==> config.mk <==
export PLATFORM = sky130hd
export DESIGN_NAME = pulse_width_meter_flat
export DESIGN_NICKNAME = d
export VERILOG_FILES = /design/src/rtl/pulse_width_meter_if.sv /design/src/rtl/pulse_width_meter.sv /design/src/flat_wrapper.sv
export SDC_FILE = /design/constraint.sdc
export NUM_CORES = 1
export LEC_CHECK = 0
export ABC_CLOCK_PERIOD_IN_PS = 2500
export CORE_UTILIZATION = 51
export CTS_CLUSTER_DIAMETER = 30
export DETAILED_ROUTE_END_ITERATION = 8
export PLACE_DENSITY = 0.86
export SYNTH_ARGS = -nofsm -noshare
export SYNTH_HDL_FRONTEND = slang
export SYNTH_SLANG_ARGS = --single-unit
export TNS_END_PERCENT = 50
==> constraint.sdc <==
create_clock -name clock -period 2.5 [get_ports clock]
set_input_delay 0.25 -clock clock [delete_from_list [all_inputs] [get_ports clock]]
set_output_delay 0.25 -clock clock [all_outputs]
set_load 0.02 [all_outputs]
==> src/rtl/pulse_width_meter_if.sv <==
// +----------------------------------------------------------------------------+
// | Module : pulse_width_meter_if                                              |
// | Brief  : Result handshake bundle of the pulse width meter.                 |
// | Rev    : 1.0  initial release                                              |
// +----------------------------------------------------------------------------+
`default_nettype none

interface pulse_width_meter_if #(
    parameter int CNT_W = 8
);
    logic             meas_valid;
    logic             meas_ready;
    logic [CNT_W-1:0] meas_width;
    logic             meas_glitch;
    logic             meas_sat;

    modport master (
        output meas_valid,
        output meas_width,
        output meas_glitch,
        output meas_sat,
        input  meas_ready
    );

    modport slave (
        input  meas_valid,
        input  meas_width,
        input  meas_glitch,
        input  meas_sat,
        output meas_ready
    );
endinterface

`default_nettype wire

==> src/rtl/pulse_width_meter.sv <==
// +----------------------------------------------------------------------------+
// | Module : pulse_width_meter                                                 |
// | Brief  : Measures the high time of a synchronised level input in clocks    |
// |          and holds the result until a valid/ready handshake.               |
// |          Optional macro PULSE_WIDTH_METER_DROP_CNT_EN adds drop_cnt.       |
// | Rev    : 1.0  initial release                                              |
// +----------------------------------------------------------------------------+
`default_nettype none

module pulse_width_meter #(
    parameter int CNT_W = 8,
    parameter int MIN_W = 3
) (
    input  wire logic               clock,
    input  wire logic               reset,
    input  wire logic               din,
    pulse_width_meter_if.master     meas,
    output logic                    busy
`ifdef PULSE_WIDTH_METER_DROP_CNT_EN
    ,
    output logic [7:0]              drop_cnt
`endif
);

    localparam logic [1:0] c_st_idle    = 2'd0;
    localparam logic [1:0] c_st_measure = 2'd1;
    localparam logic [1:0] c_st_hold    = 2'd2;

    localparam logic [CNT_W-1:0] c_cnt_max = '1;
    localparam logic [CNT_W-1:0] c_cnt_one = CNT_W'(1);
    localparam logic [CNT_W:0]   c_min_w   = (CNT_W+1)'(MIN_W);

    logic             r_s1;
    logic             r_s2;
    logic             r_prev;
    logic [1:0]       r_state;
    logic [1:0]       w_state_nxt;
    logic [CNT_W-1:0] r_count;
    logic             r_sat;
    logic [CNT_W-1:0] r_width;
    logic             r_glitch;
    logic             r_res_sat;
    logic [CNT_W-1:0] w_count_inc;
    logic             w_rise;
    logic             w_fall;
    logic             w_hs;
    logic             w_start;

    // Synchroniser resets high so a level already high at release is never seen as an edge.
    always_ff @(posedge clock) begin
        if (reset) begin
            r_s1   <= 1'b1;
            r_s2   <= 1'b1;
            r_prev <= 1'b1;
        end else begin
            r_s1   <= din;
            r_s2   <= r_s1;
            r_prev <= r_s2;
        end
    end

    assign w_rise  = r_s2 & ~r_prev;
    assign w_fall  = ~r_s2 & r_prev;
    assign w_hs    = (r_state == c_st_hold) & meas.meas_ready;
    assign w_start = w_rise & ((r_state == c_st_idle) | w_hs);

    always_ff @(posedge clock) begin
        if (reset) begin
            r_state <= c_st_idle;
        end else begin
            r_state <= w_state_nxt;
        end
    end

    always_comb begin
        w_state_nxt = r_state;
        case (r_state)
            c_st_idle: begin
                if (w_rise) begin
                    w_state_nxt = c_st_measure;
                end
            end
            c_st_measure: begin
                if (w_fall) begin
                    w_state_nxt = c_st_hold;
                end
            end
            c_st_hold: begin
                // A rise without handshake is dropped: the state stays in HOLD.
                if (w_hs) begin
                    w_state_nxt = w_rise ? c_st_measure : c_st_idle;
                end
            end
            default: begin
                w_state_nxt = c_st_idle;
            end
        endcase
    end

    always_comb begin
        busy             = (r_state == c_st_measure);
        meas.meas_valid  = (r_state == c_st_hold);
        meas.meas_width  = r_width;
        meas.meas_glitch = r_glitch;
        meas.meas_sat    = r_res_sat;
    end

    assign w_count_inc = (r_count == c_cnt_max) ? r_count : (r_count + c_cnt_one);

    always_ff @(posedge clock) begin
        if (reset) begin
            r_count   <= '0;
            r_sat     <= 1'b0;
            r_width   <= '0;
            r_glitch  <= 1'b0;
            r_res_sat <= 1'b0;
        end else begin
            if (w_start) begin
                r_count <= c_cnt_one;
                r_sat   <= (c_cnt_one == c_cnt_max);
            end else if ((r_state == c_st_measure) && r_s2) begin
                r_count <= w_count_inc;
                r_sat   <= r_sat | (w_count_inc == c_cnt_max);
            end
            if ((r_state == c_st_measure) && w_fall) begin
                r_width   <= r_count;
                r_glitch  <= ({1'b0, r_count} < c_min_w);
                r_res_sat <= r_sat;
            end
        end
    end

`ifdef PULSE_WIDTH_METER_DROP_CNT_EN
    logic [7:0] r_drop_cnt;
    logic       w_drop;

    assign w_drop = (r_state == c_st_hold) & w_rise & ~meas.meas_ready;

    always_ff @(posedge clock) begin
        if (reset) begin
            r_drop_cnt <= 8'd0;
        end else if (w_drop && (r_drop_cnt != 8'hFF)) begin
            r_drop_cnt <= r_drop_cnt + 8'd1;
        end
    end

    assign drop_cnt = r_drop_cnt;
`endif

endmodule

`default_nettype wire

==> src/flat_wrapper.sv <==
// flat-port wrapper written by rule: the top's interface ports become plain ports
module pulse_width_meter_flat 
#(
    parameter int CNT_W = 8,
    parameter int MIN_W = 3
)
  (clock, reset, din, busy, meas_meas_valid, meas_meas_width, meas_meas_glitch, meas_meas_sat, meas_meas_ready);
  pulse_width_meter_if #(.CNT_W(CNT_W)) meas_i ();
  input  wire logic clock;
  input  wire logic reset;
  input  wire logic din;
  output logic busy;
  output wire logic [$bits(meas_i.meas_valid)-1:0] meas_meas_valid;
  output wire logic [$bits(meas_i.meas_width)-1:0] meas_meas_width;
  output wire logic [$bits(meas_i.meas_glitch)-1:0] meas_meas_glitch;
  output wire logic [$bits(meas_i.meas_sat)-1:0] meas_meas_sat;
  input wire logic [$bits(meas_i.meas_ready)-1:0] meas_meas_ready;
  assign meas_meas_valid = meas_i.meas_valid;
  assign meas_meas_width = meas_i.meas_width;
  assign meas_meas_glitch = meas_i.meas_glitch;
  assign meas_meas_sat = meas_i.meas_sat;
  assign meas_i.meas_ready = meas_meas_ready;
  pulse_width_meter #(.CNT_W(CNT_W), .MIN_W(MIN_W)) u_core (.clock(clock), .reset(reset), .din(din), .meas(meas_i), .busy(busy));
endmodule
==> run summary <==
========================================================================================================
Worst VDD drop                                                                                    461 uV
Worst slack after detailed placement                                                              616 ps
Critical path required time                                                                      2760 ps
Met2 layer usage reported by global route                                                          0.390
Share of cells above drive strength 1                                                             0.0748
Final-report hold violation count                                                                      0
Number of cell instances on the worst register-to-register path                                        5
Half-perimeter wire length after detailed placement                                              1.71 mm
Most common cell after layout, fill and taps aside                                          sky130_fd_sc_hd__nand2_1
Final cycle utilization of the critical path                                                       0.765
CTS buffer count                                                                                       3
CTS root buf                                                                                sky130_fd_sc_hd__clkbuf_4
R2R Path End                                                                                u_core.r_sat
Via density per instance                                                                            5.70
Number of ports placed on the die boundary                                                            16
Number of nets at the end of the flow                                                                153
Starting density of the core                                                                       0.563
Class of the most critical hold timing path                                                   reg -> reg
Resize count post-CTS                                                                                  0
Leakage Power                                                                                   0.467 nW
Setup crit start                                                                            u_core.r_count[0]
Total wire length after detailed routing                                                         2.26 mm
Count of hold buffers inserted by post-cts repair                                                      0
Category of the worst setup path launch point                                                       flop
Worst slew margin relative to its limit                                                            0.623
Average routed wire per standard cell                                                            13.0 um
Path length in cells of the critical path                                                              5
Post-CTS setup buffer count                                                                            0
Count of state elements after synthesis                                                               24
R2R Setup Slk                                                                                     590 ps
Worst path cell trace                                                                       ha_1 > nand4_4 > or4b_1 > a31o_1 > o22ai_2
Result of the run                                                                           finished, final reports clean
Family of cells with the greatest summed delay on the critical path                         simple AND/OR/NAND/NOR gates
Setup repair after global routing missed its margin                                                   no
Area enclosed by the die boundary                                                             2450 sq um
Row count                                                                                             16
Clock insertion delay at the later pin of the skew report                                         320 ps
Final min period                                                                                 1910 ps
Crit path DAT                                                                                    2180 ps
Largest net degree at the start of global routing                                                     17
Most used cells in the layout excluding fill and tap cells                                  sky130_fd_sc_hd__nand2_1, sky130_fd_sc_hd__dfxtp_1, sky130_fd_sc_hd__clkdlybuf4s50_1, sky130_fd_sc_hd__a21oi_1, sky130_fd_sc_hd__nor2_1
Remaining global-route overflow                                                                        0
Worst clock skew on the final layout                                                             5.57 ps
Capturing instance or port of the critical path                                             u_core.r_sat
Number of antenna violations at the first check in global routing                                      0
Post-CTS clock slew at the launch and capture registers of the worst setup and hold paths         130 ps
Violation count after the first detailed-route iteration                                              44
Net Count, Synth                                                                                     142
Hold depth                                                                                             1
PD cells                                                                                     477 nW/um^2
Grt met1 use                                                                                       0.225
Most Crowded Layer GR                                                                               met2
Startpoint of the worst register-to-register path                                           u_core.r_count[0]
Slowest cell delay on critical path                                                               540 ps
Weighted congestion at the end of routability-driven global placement                              0.855
Avg Cell Area, Syn                                                                            8.38 sq um
Setup TNS                                                                                           0 ps
Syn. warnings                                                                                          0
Number of diodes                                                                                       0
Synthesized netlist cell count                                                                       137
CP Buf/Inv Count                                                                                       0
Distinct cells, synth                                                                                 39
Number of H-tree levels                                                                                1
Number of remaining DRC errors                                                                         0
Critical path peak fanout                                                                              9
Fill count                                                                                           183
Final worst setup slack                                                                           587 ps
Achievable clock frequency                                                                     0.523 GHz
Setup Viol. Count Final                                                                                0
Class of the most critical setup path                                                         reg -> reg
Clock Sink Count                                                                                      24
Number of global-route vias before repair                                                            912
Height of the die                                                                                49.5 um
Largest buffer count on any clock path                                                                 2
Horizontal die dimension                                                                         49.5 um
CTS tree                                                                                             yes
Cell with the largest stage delay on the worst path                                         sky130_fd_sc_hd__or4b_1
Reported max-cap violation count                                                                       0
Category of the worst setup path capture point                                                      flop
Drt pass-1 iters                                                                                       4
Number of nets still failing antenna checks after routing                                              0
GR Layer Usage met3                                                                               0.0463
Area growth from synthesis to final layout                                                         14.8%
Global-route usage over all layers                                                                 0.205
Buffers on Ports                                                                                      15
Post-Syn Area                                                                                 1150 sq um
Sequential fraction of the synthesis area                                                          0.418
Core region area                                                                              2040 sq um
Pins over their slew limit                                                                             0
Global-route wire length before repair                                                           3.89 mm
Worst-margin pin slew                                                                             563 ps
Vias                                                                                                 992
========================================================================================================
-- Yosys cell counts --
cell                       number  share of area
sky130_fd_sc_hd__nand2_1       25          0.082
sky130_fd_sc_hd__dfxtp_1       24           0.42
sky130_fd_sc_hd__a21oi_1       13          0.057
sky130_fd_sc_hd__nor2_1        10          0.033
sky130_fd_sc_hd__nand3_1        6          0.026
sky130_fd_sc_hd__nor3_1         6          0.026
sky130_fd_sc_hd__buf_2          4          0.017
sky130_fd_sc_hd__mux2i_1        4          0.035
sky130_fd_sc_hd__clkbuf_1       3         0.0098
sky130_fd_sc_hd__inv_1          3         0.0098
sky130_fd_sc_hd__or2_2          3          0.016
sky130_fd_sc_hd__and4_1         2          0.015
sky130_fd_sc_hd__buf_4          2          0.013
sky130_fd_sc_hd__maj3_1         2          0.017
sky130_fd_sc_hd__nand2b_1       2          0.011
sky130_fd_sc_hd__nand3b_1       2          0.013
sky130_fd_sc_hd__nand4_1        2          0.011
sky130_fd_sc_hd__nor4_1         2          0.011
sky130_fd_sc_hd__o21ai_0        2         0.0087
sky130_fd_sc_hd__a21o_1         1         0.0065
sky130_fd_sc_hd__a22oi_1        1         0.0065
sky130_fd_sc_hd__a31o_1         1         0.0076
sky130_fd_sc_hd__and2_1         1         0.0055
sky130_fd_sc_hd__and2b_1        1         0.0065
sky130_fd_sc_hd__and3_1         1         0.0055
sky130_fd_sc_hd__and3b_1        1         0.0076
sky130_fd_sc_hd__buf_6          1         0.0098
sky130_fd_sc_hd__ha_1           1          0.011
sky130_fd_sc_hd__nand4_4        1          0.019
sky130_fd_sc_hd__nand4b_1       1         0.0076
sky130_fd_sc_hd__nor3b_1        1         0.0065
sky130_fd_sc_hd__nor3b_2        1          0.011
sky130_fd_sc_hd__o2111a_1       1         0.0098
sky130_fd_sc_hd__o211a_1        1         0.0087
sky130_fd_sc_hd__o21a_1         1         0.0065
sky130_fd_sc_hd__o221ai_1       1         0.0076
sky130_fd_sc_hd__o22ai_2        1          0.011
sky130_fd_sc_hd__or4b_1         1         0.0087
sky130_fd_sc_hd__xor2_1         1         0.0076
-- worst min path at each step --
stage                      from           to  slack, ps
finish              u_core.r_s1  u_core.r_s2        430
detailed placement  u_core.r_s1  u_core.r_s2        400
global placement    u_core.r_s1  u_core.r_s2        400
floorplan                   din  u_core.r_s1        350
CTS                 u_core.r_s1  u_core.r_s2        440
global route        u_core.r_s1  u_core.r_s2        470
-- cells by family (layout without fill, tap and decap cells) --
group           Yosys count  after routing  synth area share
fa+ha+maj                 3              3            0.0283
xor+xnor                  1              1           0.00763
buf+inv                  13             23            0.0599
flops                    24             24             0.418
compound gates           23             23             0.130
mux                       4              4            0.0349
simple gates             69             69             0.321
-- registers in the layout, indices dropped and copies added, names as in the netlist --
signal	flops
u_core.r_s1	1
u_core.meas.meas_width	8
u_core.r_count	8
u_core.meas.meas_sat	1
u_core.r_prev	1
u_core.r_s2	1
u_core.r_sat	1
u_core.r_state	2
u_core.meas.meas_glitch	1
-- final cells by class --
cell class / count / area, sq um / share of cell area
inverters: 3 / 11.3 / 0.00854
clock buffers: 4 / 36.3 / 0.0275
flip-flops and latches: 24 / 480 / 0.364
well taps: 27 / 33.8 / 0.0256
multi-input cells: 100 / 599 / 0.454
repair buffers: 16 / 158 / 0.120
-- stage by stage --
stage	cell area (sq um)	utilization	hold WS [ps]	total power, mW	std cells
after floorplan	1150	-	354	0.421	137
after global placement	1280	0.628	398	0.432	170
after detailed placement	1280	0.628	403	0.433	170
after CTS	1320	0.646	437	0.633	174
after global routing	1320	0.646	468	0.660	174
final	1320	0.646	432	0.629	174
-- per-layer routing --
layer,vias up,share of wire
li1,500,-
met1,465,0.42
met2,25,0.52
met3,2,0.046
met4,0,0.0093
met5,-,0
-- power breakdown --
group | internal [mW] | switching [mW]
combinational | 0.0155 | 0.0172
clock | 0.0892 | 0.115
sequential | 0.387 | 0.00569
Note: power is estimated with default switching activity, not from simulation.
